==> config.mk <==
export PLATFORM = sky130hd
export DESIGN_NAME = demux_dispatch_flat
export DESIGN_NICKNAME = d
export VERILOG_FILES = /design/src/rtl/demux_pkg.sv /design/src/rtl/demux_dispatch_if.sv /design/src/rtl/demux_slot.sv /design/src/rtl/demux_dispatch.sv /design/src/flat_wrapper.sv
export SDC_FILE = /design/constraint.sdc
export NUM_CORES = 1
export LEC_CHECK = 0
export CAP_MARGIN = 20
export CORE_MARGIN = 1.5
export CORE_UTILIZATION = 40
export CTS_CLUSTER_DIAMETER = 30
export DETAILED_ROUTE_END_ITERATION = 8
export HOLD_SLACK_MARGIN = 0.12
export MAX_ROUTING_LAYER = met4
export PLACE_DENSITY = 0.72
export SYNTH_ARGS = -nofsm -noshare
export SYNTH_HDL_FRONTEND = slang
export SYNTH_SLANG_ARGS = --single-unit
==> constraint.sdc <==
create_clock -name clk -period 2.61 [get_ports clk]
set_input_delay 0.3915 -clock clk [delete_from_list [all_inputs] [get_ports clk]]
set_output_delay 0.3915 -clock clk [all_outputs]
set_load 0.05 [all_outputs]
==> src/rtl/demux_pkg.sv <==
// Shared constants, types and helpers for the demux dispatch front end.
// Latency: n/a (package only).
// Backpressure: n/a (package only).
package demux_pkg;

    localparam int N_DEF   = 8;
    localparam int SEL_DEF = 3;
    localparam int W_DEF   = 8;
    localparam int CNT_W   = 16;

    // Ceiling log2, usable in constant expressions.
    function automatic int clog2(input int v);
        int r;
        r = 0;
        for (int i = 0; i < 31; i++) begin
            if ((1 << i) < v) r = i + 1;
        end
        return r;
    endfunction

    typedef enum logic {
        EMPTY = 1'b0,
        FULL  = 1'b1
    } slot_state_t;

endpackage

==> src/rtl/demux_dispatch_if.sv <==
// Handshake bundle between the single producer, the dispatcher and N consumers.
// Latency: n/a (wiring only).
// Backpressure: in_ready toward the producer, out_ready[i] from each consumer.
// Optional field in_dest exists only when DEMUX_ADDR_EN is defined.
interface demux_dispatch_if #(
    parameter int N   = demux_pkg::N_DEF,
    parameter int SEL = demux_pkg::SEL_DEF,
    parameter int W   = demux_pkg::W_DEF
) ();

    logic             in_valid;
    logic             in_ready;
    logic [W-1:0]     in_data;
`ifdef DEMUX_ADDR_EN
    logic [SEL-1:0]   in_dest;
`endif
    logic [N-1:0]     out_valid;
    logic [N-1:0]     out_ready;
    logic [N*W-1:0]   out_data;   // channel i at [i*W +: W]

    // master: producer and consumers; slave: the dispatcher
    modport master (
        output in_valid, in_data,
`ifdef DEMUX_ADDR_EN
        output in_dest,
`endif
        input  in_ready,
        input  out_valid, out_data,
        output out_ready
    );

    modport slave (
        input  in_valid, in_data,
`ifdef DEMUX_ADDR_EN
        input  in_dest,
`endif
        output in_ready,
        output out_valid, out_data,
        input  out_ready
    );

endinterface

==> src/rtl/demux_slot.sv <==
// One-entry holding register for a single output channel.
// Latency: word loaded at edge k is visible (vld=1) right after edge k.
// Backpressure: holds until drain_rdy; a load on the draining cycle reloads in place.
// Ports: clk/rst, load + load_dat (write strobe/word), drain_rdy (consumer ready),
//        vld/dat (held word). Data is kept on drain, only overwritten by a load.
module demux_slot
    import demux_pkg::*;
#(
    parameter int W = W_DEF
) (
    input  logic         clk,
    input  logic         rst,
    input  logic         load,
    input  logic [W-1:0] load_dat,
    input  logic         drain_rdy,
    output logic         vld,
    output logic [W-1:0] dat
);

    slot_state_t state, state_nxt;

    always_ff @(posedge clk or posedge rst) begin
        if (rst) state <= EMPTY;
        else     state <= state_nxt;
    end

    always_comb begin
        state_nxt = state;
        if (load)                                state_nxt = FULL;
        else if (state == FULL && drain_rdy)     state_nxt = EMPTY;
    end

    always_ff @(posedge clk or posedge rst) begin
        if (rst)       dat <= '0;
        else if (load) dat <= load_dat;
    end

    assign vld = (state == FULL);

endmodule

==> src/rtl/demux_dispatch.sv <==
// Distributes one valid/ready word stream round-robin (or by in_dest) over N one-entry slots.
// Latency: one cycle from accept to out_valid of the target channel.
// Backpressure: in_ready drops only while the current target slot is full and not draining.
// Ports: clk, rst (async active-high), bus (demux_dispatch_if.slave), sel (next target /
//        status), word_cnt (accepted words, wraps). Macro DEMUX_ADDR_EN selects addressed mode.
module demux_dispatch
    import demux_pkg::*;
#(
    parameter int N   = N_DEF,
    parameter int SEL = SEL_DEF,
    parameter int W   = W_DEF
) (
    input  logic              clk,
    input  logic              rst,
    demux_dispatch_if.slave   bus,
    output logic [SEL-1:0]    sel,
    output logic [CNT_W-1:0]  word_cnt
);

    logic [SEL-1:0]         tgt;
    logic                   tgt_ok;
    logic                   accept;
    logic [N-1:0]           load;
    logic [N-1:0]           slot_vld;
    wire  [N-1:0][W-1:0]    slot_dat;

`ifdef DEMUX_ADDR_EN
    assign tgt    = bus.in_dest;
    assign tgt_ok = (32'(bus.in_dest) < 32'(N));  // out-of-range destinations are never accepted
`else
    assign tgt    = sel;
    assign tgt_ok = 1'b1;
`endif

    // Purely from target state and consumer ready; in_valid never feeds in_ready.
    assign bus.in_ready = tgt_ok & (~slot_vld[tgt] | bus.out_ready[tgt]);
    assign accept       = bus.in_valid & bus.in_ready;

    always_ff @(posedge clk or posedge rst) begin
        if (rst) begin
            sel      <= '0;
            word_cnt <= '0;
        end else if (accept) begin
            sel      <= (tgt == SEL'(N - 1)) ? '0 : tgt + SEL'(1);
            word_cnt <= word_cnt + CNT_W'(1);
        end
    end

    for (genvar i = 0; i < N; i++) begin : g_slot
        assign load[i] = accept & (tgt == SEL'(i));

        demux_slot #(.W(W)) u_slot (
            .clk       (clk),
            .rst       (rst),
            .load      (load[i]),
            .load_dat  (bus.in_data),
            .drain_rdy (bus.out_ready[i]),
            .vld       (slot_vld[i]),
            .dat       (slot_dat[i])
        );
    end

    assign bus.out_valid = slot_vld;
    assign bus.out_data  = slot_dat;

endmodule

==> src/flat_wrapper.sv <==
// flat-port wrapper written by rule: the top's interface ports become plain ports
module demux_dispatch_flat import demux_pkg::*;
#(
    parameter int N   = N_DEF,
    parameter int SEL = SEL_DEF,
    parameter int W   = W_DEF
)
  (clk, rst, sel, word_cnt, bus_in_valid, bus_in_data, bus_in_ready, bus_out_valid, bus_out_data, bus_out_ready);
  demux_dispatch_if #(.N(N), .SEL(SEL), .W(W)) bus_i ();
  input  logic clk;
  input  logic rst;
  output logic [SEL-1:0] sel;
  output logic [CNT_W-1:0] word_cnt;
  input wire logic [$bits(bus_i.in_valid)-1:0] bus_in_valid;
  input wire logic [$bits(bus_i.in_data)-1:0] bus_in_data;
  output wire logic [$bits(bus_i.in_ready)-1:0] bus_in_ready;
  output wire logic [$bits(bus_i.out_valid)-1:0] bus_out_valid;
  output wire logic [$bits(bus_i.out_data)-1:0] bus_out_data;
  input wire logic [$bits(bus_i.out_ready)-1:0] bus_out_ready;
  assign bus_i.in_valid = bus_in_valid;
  assign bus_i.in_data = bus_in_data;
  assign bus_in_ready = bus_i.in_ready;
  assign bus_out_valid = bus_i.out_valid;
  assign bus_out_data = bus_i.out_data;
  assign bus_i.out_ready = bus_out_ready;
  demux_dispatch #(.N(N), .SEL(SEL), .W(W)) u_core (.clk(clk), .rst(rst), .bus(bus_i), .sel(sel), .word_cnt(word_cnt));
endmodule
### After elaboration in Yosys (flattened, before gate mapping)

Cells that the tools add are included.

| operators by class | value |
|---|---|
| add/sub/neg operators | 2 |
| magnitude comparators | 1 |
| equal/unequal tests | 7 |
| multiplexer cells | 21 |
| bitwise logic cells | 11 |
| reductions and logical operators | 17 |

Operators by type and width:

| operator | count |
|---|---|
| 2-to-1 mux 1 bit | 18 |
| adder 16 x 1 -> 16 bit (second input constant) | 1 |
| nonzero test 2 bit | 8 |
| equality test 3 bit (second input constant) | 4 |
| bitwise AND 1 bit | 9 |
| logical AND 1 bit | 8 |
| binary-select mux 1 bit (select 3 bit) | 2 |
| equality test 3 x 2 -> 1 bit (second input constant) | 2 |
| < comparator 3 x 4 -> 1 bit (second input constant) | 1 |
| adder 3 x 1 -> 3 bit (second input constant) | 1 |
| equality test 3 x 1 -> 1 bit (second input constant) | 1 |
| zero test 3 bit | 1 |
| 2-to-1 mux 3 bit | 1 |
| NOT 1 bit | 1 |
| bitwise OR 1 bit | 1 |

| storage, ports and cells | value |
|---|---|
| register bits | 91 |
| input bits | 19 |
| output and inout bits | 92 |
| word-level logic and storage cells | 77 |

### Longest topological paths before layout

| logic depth | value |
|---|---|
| depth in word-level cells | 7 |
| mapped depth | 6 |
| mapped depth without buffers | 5 |

### Cells and area by module

Synthesis repeated with hierarchy kept, for this count alone.

| second synthesis, totals | value |
|---|---|
| cell total of the unflattened synthesis | 274 |
| area total of the unflattened synthesis | 4,068.9 µm² |

By module, submodules not included:

| module | times used | cells each | area an instance (µm²) | seq. area each (µm²) |
|---|---|---|---|---|
| demux_slot | 8 | 21 | 372.9 | 225.2 |
| demux_dispatch | 1 | 106 | 1,086.0 | 475.5 |

### Worst setup path before layout

OpenSTA, ideal clock, no wires.

| timing path | value |
|---|---|
| path kind | register to output |
| start point | register u_core.sel[0] |
| end point | output port bus_in_ready |
| arrival | 2.430 ns |
| required time | 2.219 ns |
| slack | -0.211 ns |
| stages on the path, launching flop included | 4 |
| buffers on the path | 0 |
| cells stage by stage | dfrtp_1 -> inv_2 -> mux4_2 -> o21ai_0 |

| on the way | value |
|---|---|
| word-level cells in the longest chain between the ends | 4 |
| elaborated cells on any way between the ends | 6 |
| classes of those cells | 4 x mux; 2 x bitwise |

RTL lines:

| what | RTL line | RTL |
|---|---|---|
| start: declaration | demux_dispatch.sv:16 | `output logic [SEL-1:0] sel,` |
| start signal: assignment | demux_dispatch.sv:44 | `sel <= (tgt == SEL'(N - 1)) ? '0 : tgt + SEL'(1);` |
| binary-select mux 1 bit (select 3 bit) | demux_dispatch.sv:36 | `assign bus.in_ready = tgt_ok & (~slot_vld[tgt] \| bus.out_ready[tgt]);` |
| 2-to-1 mux 1 bit (implied by the code) | demux_dispatch.sv:36 |  |
| NOT 1 bit | demux_dispatch.sv:36 |  |
| bitwise OR 1 bit (*) | demux_dispatch.sv:36 |  |
| end: declaration | flat_wrapper.sv:16 | `output wire logic [$bits(bus_i.in_ready)-1:0] bus_in_ready;` |

Every way passes the cells marked *; elsewhere a longest branch is shown, timed or not. The select of a mux whose other input is x is not followed.

### Worst setup path after layout

Ends and elaborated chain as after synthesis.

==> results.md <==
* Period utilization at 89.0%
* RePlAce Congestion at 0.801
* N_diodes at 0
* Core area at 8850 um2
* Worst Path Required at 2220 ps
* Post-synthesis cell area at 3700 um2
* Commonest cells after routing, fill and taps aside: clkdlybuf4s50_1 (109), dfrtp_1 (91), mux2_2 (49)
* Max Fclk at 0.430 GHz
* Met2 GRT Util at 29.4%
* Num CTS Buffers at 9
* WS Path Type: reg2out
* Final setup fails at 0
* Run status: complete, no violations
* Hold_buf cts at 0
* GRT busiest layer: met2
* Rel. slew slack at 62.5%
* Initial antenna violation count at 0
* Starting Density at 41.8%
* Synth unique cells at 26
* Skew-Pair Late Insertion Delay at 360 ps
* Drt pass-1 iters at 4
* Worst EP arrival at 1930 ps
* Chip Height at 99.2 um
* Area growth, synth to finish at 38.7%
* 1st-iter DRT viols at 69
* Worst min-delay path class: in2async
* Final Skew at 7.90 ps
* Largest net degree at the start of global routing at 53
* Multi-input logic area at 1340 um2
* ANT nets after route at 0
* Die area at 9840 um2
* Row cnt at 34
* Worst setup EP type: output port
* RSZ-0062 raised after global routing: false
* Vias at 2,428
* Tot GR Track Use at 18.7%
* Syn Area/Cell at 14.5 um2
* First-pass GRT wire length at 13,500 um
* Final hold violations at 0
* Chip Width at 99.2 um
* Post-CTS Resized at 0
* Vias/cell at 4.99
* Total Routed Length at 8470 um
* DP Wirelength at 6040 um
* MaxCap Viol Count at 0
* Layout net count at 400
* Post-route cell area at 5130 um2
* Port Buffers at 110
* Clock Path Buffers at 2
* Post-CTS setup buffers at 0
* Placed cell area at 4950 um2
* Yosys warns at 0
* Commonest non-fill, non-tap cell in the layout: clkdlybuf4s50_1
* Fin crit period at 2320 ps
* Clk root buf: clkbuf_8
* CTS tree: done
* I/O pin total at 111
* Tightest Pin Transition at 561 ps
* Slew Limit Fails at 0
* TNS Setup at 0 ps
* Vias in the first global route at 2,505
* CTS clk-pin slew, worst paths at 100 ps
* Setup crit start kind: flop
* Post-synthesis sequential area ratio at 61.5%
* Drt drc at 0
* Reg area at 2280 um2
* Yosys reg bits at 91
* Fraction of layout cells with a size suffix above 1 at 22.2%
* CP Max Fanout at 5
* Layout fillers at 728
* Post-synth net total at 282
* GR met1 Demand/Resource at 24.4%
* Mapped Cells at 256
* GR Util met3 at 4.64%
* Avg WL per Cell at 17.4 um
* Clock sink count at 91
* Gr ovfl total at 0
* Maximum level of the CTS H-tree at 3
[layer usage]
metal / share of wire, % / routed length [um]
met5: 0 / 0
met4: 1.2 / 99
met3: 4.4 / 372
met2: 50 / 4220
met1: 45 / 3770
[final cells by class]
type | instances | area share (%)
Multi-Input combinational cell | 150 | 26.0
Sequential cell | 91 | 44.3
Clock buffer | 9 | 2.41
Timing Repair Buffer | 118 | 23.1
Tap cell | 108 | 2.63
Clock inverter | 7 | 1.17
Inverter | 4 | 0.365
[sequential cells by signal, indices dropped and copies added, names as in the netlist]
signal	count
u_core.sel	3
u_core.g_slot.u_slot.vld	8
u_core.g_slot.u_slot.dat	64
u_core.word_cnt	16
[cell usage after synthesis]
master / instances / area [um2]
and2_1: 4 / 25.0
nand3_1: 5 / 25.0
nand2_1: 14 / 52.6
dfrtp_1: 91 / 2280
ha_1: 7 / 87.6
and4_1: 1 / 8.76
o21ai_0: 3 / 15.0
o2bb2ai_2: 1 / 15.0
buf_4: 8 / 60.1
nand2b_1: 8 / 50.1
nor2b_1: 4 / 25.0
nand4_1: 5 / 31.3
mux2_2: 49 / 552
buf_2: 2 / 10.0
nand3b_1: 1 / 7.51
xnor2_1: 14 / 123
inv_2: 1 / 3.75
and3_1: 6 / 37.5
inv_1: 3 / 11.3
nor2_1: 3 / 11.3
a21oi_1: 1 / 5.00
xor2_1: 1 / 8.76
clkbuf_1: 1 / 3.75
nand2_2: 5 / 31.3
mux2_1: 16 / 180
mux4_2: 2 / 45.0
[logic make-up after synthesis]
kind of cell / share of synthesized area, %
xor gates and xnor gates: 3.55
DFF: 61.5
buffers and inverters: 2.40
muxes: 21.0
AOI/OAI and AO/OA: 0.946
and+or+nand+nor: 8.25
adders and majority gates: 2.37
[critical path, stage by stage, from the launching register on]
cell	delay [ps]
dfrtp_1	460
inv_2	150
mux4_2	560
o21ai_1	230
buf_12	170
[per-stage QoR]
| stage | hold slack, ps | worst slack (ps) | std cells | util [%] |
|---|---|---|---|---|
| global placement | 464 | 157 | 471 | 56.0 |
| floorplan | 462 | 168 | 256 | - |
| global route | 406 | 180 | 487 | 58.0 |
| CTS | 389 | 264 | 487 | 58.0 |
| detailed placement | 470 | 136 | 471 | 56.0 |
| finish | 382 | 287 | 487 | 58.0 |
[path summary, 6_finish.rpt]
path / startpoint / to / slack [ps] / cells past startpoint
worst max-delay path: u_core.sel[0] / bus_in_ready / 290 / 4
worst min-delay path: rst / u_core.g_slot[2].u_slot.dat[0] / 380 / 2
worst max register to register: u_core.sel[0] / u_core.word_cnt[1] / 400 / 5
worst min register to register: u_core.word_cnt[15] / u_core.word_cnt[15] / 470 / 1
max in group asynchronous: rst / u_core.g_slot[1].u_slot.dat[4] / 1620 / 3
min in group clk: u_core.word_cnt[15] / u_core.word_cnt[15] / 470 / 1
Power is not shown: default switching activity piles up to over one toggle a cycle in this logic, so the estimate is an artifact.
